--- config.mk ---
export PLATFORM = sky130hd
export DESIGN_NAME = program_sequencer
export DESIGN_NICKNAME = d
export VERILOG_FILES = /design/src/rtl/program_sequencer.sv
export SDC_FILE = /design/constraint.sdc
export NUM_CORES = 1
export LEC_CHECK = 0
export ABC_CLOCK_PERIOD_IN_PS = 7900
export CAP_MARGIN = 25
export CORE_UTILIZATION = 45
export DETAILED_ROUTE_END_ITERATION = 8
export PLACE_DENSITY = 0.6
export SLEW_MARGIN = 25
export SYNTH_ARGS = -nofsm -noshare
export SYNTH_HDL_FRONTEND = slang
export SYNTH_SLANG_ARGS = --single-unit
export TNS_END_PERCENT = 30
--- constraint.sdc ---
create_clock -name clk -period 7.9 [get_ports clk]
set_input_delay 1.58 -clock clk [delete_from_list [all_inputs] [get_ports clk]]
set_output_delay 1.58 -clock clk [all_outputs]
set_load 0.02 [all_outputs]
--- src/rtl/program_sequencer.sv ---
// Instruction-issue front end: loadable program memory, fetch/exec handshake
// with the core over instruction/run/done, and a per-instruction watchdog.
module program_sequencer #(
  parameter int DEPTH    = 16,
  parameter int AW       = 4,
  parameter int MAX_WAIT = 15
) (
  input  logic          clk,
  input  logic          reset,
  input  logic          load_valid,
  input  logic [AW-1:0] load_addr,
  input  logic [15:0]   load_data,
  output logic          load_ready,
  input  logic          start,
  input  logic [AW:0]   prog_len,
  output logic [15:0]   instruction,
  output logic          run,
  input  logic          done,
  output logic [AW-1:0] pc,
  output logic          busy,
  output logic          finished,
  output logic          error
);

  localparam int WW = (MAX_WAIT < 2) ? 1 : $clog2(MAX_WAIT);

  typedef enum logic [2:0] {
    IDLE,
    FETCH,
    EXEC,
    FINISH,
    ERROR
  } state_t;

  state_t        state, state_n;
  logic [AW-1:0] pc_q, pc_n;
  logic [AW:0]   len_q, len_n;
  logic [WW-1:0] wait_q, wait_n;
  logic [15:0]   instr_q, instr_n;
  logic [AW:0]   len_clamped;
  logic [AW:0]   pc_plus1;

  logic [15:0] mem [DEPTH];

  // Program memory is deliberately left out of reset so a program survives it.
  always_ff @(posedge clk) begin
    if (load_valid && state == IDLE) begin
      mem[load_addr] <= load_data;
    end
  end

  assign len_clamped = (prog_len > (AW+1)'(DEPTH)) ? (AW+1)'(DEPTH) : prog_len;
  assign pc_plus1    = {1'b0, pc_q} + (AW+1)'(1);

  always_comb begin
    state_n = state;
    pc_n    = pc_q;
    len_n   = len_q;
    wait_n  = wait_q;
    instr_n = instr_q;
    unique case (state)
      IDLE, ERROR: begin
        if (start) begin
          if (prog_len == '0) begin
            state_n = FINISH;
          end else begin
            len_n   = len_clamped;
            pc_n    = '0;
            state_n = FETCH;
          end
        end
      end
      FETCH: begin
        instr_n = mem[pc_q];
        wait_n  = '0;
        state_n = EXEC;
      end
      EXEC: begin
        // A done arriving on the last allowed cycle still counts as success.
        if (done) begin
          if (pc_plus1 == len_q) begin
            state_n = FINISH;
          end else begin
            pc_n    = pc_q + AW'(1);
            state_n = FETCH;
          end
        end else if (wait_q == WW'(MAX_WAIT - 1)) begin
          state_n = ERROR;
        end else begin
          wait_n = wait_q + WW'(1);
        end
      end
      FINISH: begin
        state_n = IDLE;
      end
      default: begin
        state_n = IDLE;
      end
    endcase
  end

  always_ff @(posedge clk) begin
    if (reset) begin
      state   <= IDLE;
      pc_q    <= '0;
      len_q   <= '0;
      wait_q  <= '0;
      instr_q <= '0;
    end else begin
      state   <= state_n;
      pc_q    <= pc_n;
      len_q   <= len_n;
      wait_q  <= wait_n;
      instr_q <= instr_n;
    end
  end

  assign instruction = instr_q;
  assign pc          = pc_q;
  assign run         = (state == EXEC);
  assign busy        = (state == FETCH) || (state == EXEC);
  assign finished    = (state == FINISH);
  assign error       = (state == ERROR);
  assign load_ready  = (state == IDLE);

endmodule

[Word-level counts from Yosys, hierarchy flattened]
Memory sizes are Yosys's and may differ from the RTL's. A register that Yosys moved wholly into a read port is not among the register bits.
Index checks and enable logic that the tools add are counted.
W data, S select, Z words.
Storage, ports and cells
  bits in registers: 16
  bits in writable memories: 256
  logic and storage cells: 51
  memories kept: 1
Memory list
  mem: words 16, width 16, read ports 1, clocked after Yosys merged registers in 1, wr ports 1, RTL line 43  | logic [15:0] mem [DEPTH];
Operators by class
  add/sub/neg operators: 3
  $lt $le $gt $ge: 1
  equal/unequal tests: 13
  muxes and demuxes: 17
  bitwise operators: 1
  reductions and logical operators: 11
Operator list (count)
  $mux W4: 6
  $pmux W4 S2: 2
  $ne A2 B2 Y1 const B: 5
  $mux W3: 3
  $pmux W3 S3: 1
  $add A4 B1 Y4 const B: 2
  $eq A3 B2 Y1 const B: 2
  $reduce_and A3 Y1: 2
  $add A4 B1 Y5 const B: 1
  $eq A5 B5 Y1: 1
  $gt A5 B5 Y1 const B: 1
  $logic_not A5 Y1: 1
  $mux W5: 1
  $reduce_and A5 Y1: 1
  $eq A4 B4 Y1 const B: 1
  $mux W2: 2
  $reduce_bool A2 Y1: 2
  $eq A3 B1 Y1 const B: 1
  $eq A3 B3 Y1 const B: 1
  $logic_not A3 Y1: 1
  $ne A3 B1 Y1 const B: 1
  $mux W1: 2
  $ne A2 B1 Y1 const B: 1
  $reduce_and A2 Y1: 1
  4 further kinds: 4

[Longest topological paths before layout]
  depth in word-level cells: 5
  depth in mapped cells: 8
  depth with buffers taken out: 7

[Worst setup path before layout]
No wires, ideal clock.
  kind: input-to-reg
  from: in load_valid
  to: mem mem[0][0] (enable)
  setup time: 0.409 ns
  data arrival time: 3.169 ns
  slack: 4.322 ns
  stages: 3
  buffers on the path: 0
  cell sequence: nand2_1 or3_1 nor3_1
On the way
  word-level cells in the longest chain between the ends: 3
RTL lines
  start: declaration: RTL line 10  | input logic load_valid,
  $logic_and A1 B1 Y1: RTL line 47  | if (load_valid && state == IDLE) begin
  $mux W1: RTL line 47
  $mux W1 (not written as such): RTL line 48  | mem[load_addr] <= load_data;
  end: declaration: RTL line 43
Every way passes these cells.

[Final worst setup path]
  from: reg state[1]
  to: out busy
On the way
  word-level cells in the longest chain between the ends: 2
  elaborated cells between the ends (all ways): 3
RTL lines
  start: declaration: RTL line 35  | state_t state, state_n;
  start signal: assignment: RTL line 110  | state <= state_n;
  $eq A3 B1 Y1 / $eq A3 B2 Y1 (equally long branches): RTL line 121  | assign busy = (state == FETCH) || (state == EXEC);
  $logic_or A1 B1 Y1 *: RTL line 121
  end: declaration: RTL line 20  | output logic busy,
Mark *: on every way between the ends. The rest lies on a longest branch, timed or not.

==> flow_summary_export.csv <==
group,metric,value,unit
run_status,outcome,"complete, no violations",
sta,hold_ws,0.467,ns
clock_network,clk_latency,0.55,ns
critical_path,cp_top_family,"simple AND/OR/NAND/NOR gates",
clock_network,clock-sinks,288,
min_path,min_from,"len_q[1]$_SDFFE_PP0P_",
detailed_routing,wl,22600,um
finish,nFillCells,1879,
synth,ys_ff_latch,288,
critical_path,crit_chain,"or3b_1 -> nand2_1 -> clkdlybuf4s50_1",
sta,worst_pin_slew,0.985,ns
critical_path,crit_path_start_kind,"flip-flop",
sta,finalCriticalPeriod,3.96,ns
critical_path,crit_type,"reg2out",
global_routing,grt_usage,18.5,%
sta,finalSetupViolations,0,
sta,fin_crit_sh,50.1,%
clock_network,cts_made_buffers,30,
synth,async_reset_ff_share,0,%
sta,slew_headroom,34.0,%
global_routing,gr-total-overflow,0,
synth,synth_top_family_by_area,"multiplexers",
critical_path,cp_max_fo,9,
synth,synth-edff-count,256,
critical_path,worstSetupEndpointType,"output port",
detailed_routing,drc,0,
global_routing,grt_pass1_vias,5829,
clock_network,ctsHoldBuffers,0,
floorplanning,io-pin-count,55,
finish,finalNonFillerCells,978,
power,p_per_area,247,nW/um^2
placement,placed_cells,922,
synth,synth_compound_area_share,2.76,%
clock_network,cts_setup_buffers,0,
power,leakagePower,4.01,nW
floorplanning,die_w,160,um
synth,synth_top_flop_cell,"edfxtp_1",
flow_run,cap_violations,0,
synth,avgSynthCellArea,19.8,um^2
detailed_routing,wl_per_cell,23.2,um
synth,synth_simple_gate_area_share,4.43,%
synth,synthesis.nets,598,
detailed_routing,wl_met2,11100,um
sta,grt_setup_unrepaired,"no",
clock_network,clk_pin_slew,0.06,ns
critical_path,max_stage_delay,0.61,ns
synth,yosys.area_share.xor_xnor,0.471,%
sta,report.final.slew_viol_count,0,
finish,fin_nets,663,
detailed_routing,routed.top_layer,"met4",
global_routing,grt_max_degree,42,
global_routing,grt_pass1_wl,35000,um
synth,synth_warnings,0,
critical_path,r2r_slack,4.99,ns
synth,synth.distinct_cells,51,
finish,syn_to_final_growth,18.0,%
finish,antenna-diode-count,0,
critical_path,critPathRequiredTime,6.32,ns
clock_network,htree_levels,1,
critical_path,r2r-end,"instruction[8]$_SDFFE_PP0P_",
detailed_routing,met3_length,963,um
power,finalPower,3.26,mW
floorplanning,fp-row-count,57,
clock_network,cts_tree,"built",
synth,synthAdderAreaFrac,0.336,%
critical_path,worst_r2r_path_depth,4,
floorplanning,dieHeight,160,um
critical_path,path_depth,3,
critical_path,cp_num_buf_inv,1,
floorplanning,coreArea,24300,um^2
finish,drive_above_1_share,22.8,%
critical_path,arrival,2.38,ns
synth,syn_area,11200,um^2
synth,synth_cells,565,
detailed_routing,drtIter0Drc,394,
power,vdd_drop_max,0.000179,V
placement,dp_hpwl,13600,um
detailed_routing,dr_total_vias,5488,
critical_path,crit_path_end,"busy",
placement,place.gp.congestion,0.740,
clock_network,clockBufferDepth,3,
floorplanning,start_util,45.9,%
sta,final.setup.tns,0,ns
detailed_routing,met1_length,10200,um
sta,hold_viol_final,0,
sta,finClkSkew,0.0128,ns
critical_path,rr_startpoint,"pc[0]$_SDFFE_PP0P_",
min_path,hold_class,"reg2reg",
placement,io_buffers,54,
detailed_routing,ant_nets,0,
clock_network,post_cts_resized,0,
clock_network,cts-root-buf,"clkbuf_16",
critical_path,crit_slowest_cell,"clkdlybuf4s50_1",
floorplanning,die_area,25400,um^2
synth,synth-seq-area-share,74.6,%
global_routing,antenna_found_initial,0,
detailed_routing,viasPerCell,5.61,
synth,muxShareOfSynthArea,15.9,%
critical_path,crit_start,"state[1]$_SDFFE_PP0P_",
detailed_routing,dr.pass1.iters,5,
sta,fmax,253,MHz
==> sequential cells by signal, summed over array words and instances (netlist names) <==
name and count:
pc 4, wait_q 4, len_q 5, mem 256, state 3, instruction 16
==> layer usage <==
layer,global-route usage [%],vias to the layer above
met4,4.46,0
li1,-,2454
met1,25.9,2879
met2,30.4,128
met3,2.94,27
met5,0,-
==> report_power, final <==
| group | internal, mW | switching (mW) |
|---|---|---|
| clock | 0.884 | 0.565 |
| combinational | 0.0455 | 0.0717 |
| sequential | 1.68 | 0.00959 |
==> through the flow <==
step | setup slack, ns | utilization, % | area (um^2)
after CTS | 3.90 | 54.0 | 13100
final | 3.94 | 54.2 | 13200
after global placement | 4.12 | 49.7 | 12100
after detailed placement | 4.06 | 49.7 | 12100
after floorplan | 4.32 | - | 11200
after global routing | 3.84 | 54.2 | 13200
==> worst min-delay path, cell delays in order (launching register included) <==
cell	delay, ns
dfxtp_1	0.32
nand2_1	0.05
a21oi_1	0.05
==> Yosys cell counts, types with 2 or more instances <==
| library cell | instances | area share [%] |
|---|---|---|
| mux2i_1 | 33 | 3.0 |
| nor2b_1 | 4 | 0.22 |
| nand2_1 | 30 | 1.0 |
| xor2_1 | 2 | 0.16 |
| buf_6 | 2 | 0.20 |
| nor2_1 | 22 | 0.74 |
| o21ai_0 | 2 | 0.090 |
| inv_1 | 3 | 0.10 |
| nor3_1 | 9 | 0.40 |
| dfxtp_1 | 32 | 5.7 |
| or3b_1 | 2 | 0.16 |
| buf_2 | 9 | 0.40 |
| nand4_1 | 2 | 0.11 |
| buf_4 | 3 | 0.20 |
| or3_1 | 5 | 0.28 |
| o221ai_1 | 16 | 1.3 |
| a31oi_1 | 2 | 0.11 |
| and2_1 | 3 | 0.17 |
| xnor2_1 | 4 | 0.31 |
| a21oi_1 | 8 | 0.36 |
| buf_1 | 3 | 0.10 |
| nand3_1 | 7 | 0.31 |
| clkbuf_1 | 11 | 0.37 |
| mux4_2 | 64 | 13 |
| edfxtp_1 | 256 | 69 |
| ha_1 | 3 | 0.34 |
| or4_1 | 3 | 0.20 |
| nand2b_1 | 2 | 0.11 |
==> area by class of cell <==
type / instances / area (um^2) / share of cell area [%]
Timing Repair Buffer: 62 / 608 / 4.62
Inverter: 4 / 27.5 / 0.209
Clock buffer: 39 / 846 / 6.42
Clock inverter: 17 / 195 / 1.48
Sequential cell: 288 / 8330 / 63.3
Tap cell: 324 / 405 / 3.08
Multi-Input combinational cell: 244 / 2760 / 20.9
==> cell usage in the layout (no fill, tap or decap), types with 4 or more instances in the layout <==
master,count
nand2_1,30
mux4_2,64
nor2_4,8
clkdlybuf4s50_1,54
nor2_1,10
nor3_1,5
dfxtp_1,29
nand3_1,7
clkbuf_8,4
nor2_2,4
clkinv_2,7
bufinv_16,4
clkbuf_16,31
nor3_2,4
clkbuf_1,4
xnor2_1,4
or3_1,5
edfxtp_1,256
mux2i_1,33
o221ai_1,16
buf_4,7
a21oi_1,8
==> worst min-delay path by stage <==
| stage | endpoint | slack (ns) | cells after the start |
|---|---|---|---|
| 2_1_floorplan | len_q[3]$_SDFFE_PP0P_ | 0.44 | 2 |
| 3_3_place_gp | len_q[1]$_SDFFE_PP0P_ | 0.45 | 2 |
| 3_5_place_dp | instruction[5]$_SDFFE_PP0P_ | 0.46 | 2 |
| 4_1_cts | len_q[1]$_SDFFE_PP0P_ | 0.47 | 2 |
| 5_1_grt | len_q[1]$_SDFFE_PP0P_ | 0.48 | 2 |
| 6_report | len_q[1]$_SDFFE_PP0P_ | 0.47 | 2 |
==> cells by family (layout without fill, tap and decap cells) <==
logic type / after synthesis / after routing
buf+inv: 33 / 122
fa+ha+maj: 3 / 3
compound gates: 40 / 40
mux: 97 / 97
flops: 288 / 288
simple gates: 98 / 98
xor+xnor: 6 / 6
No activity file was read; power rests on OpenSTA's default activity.
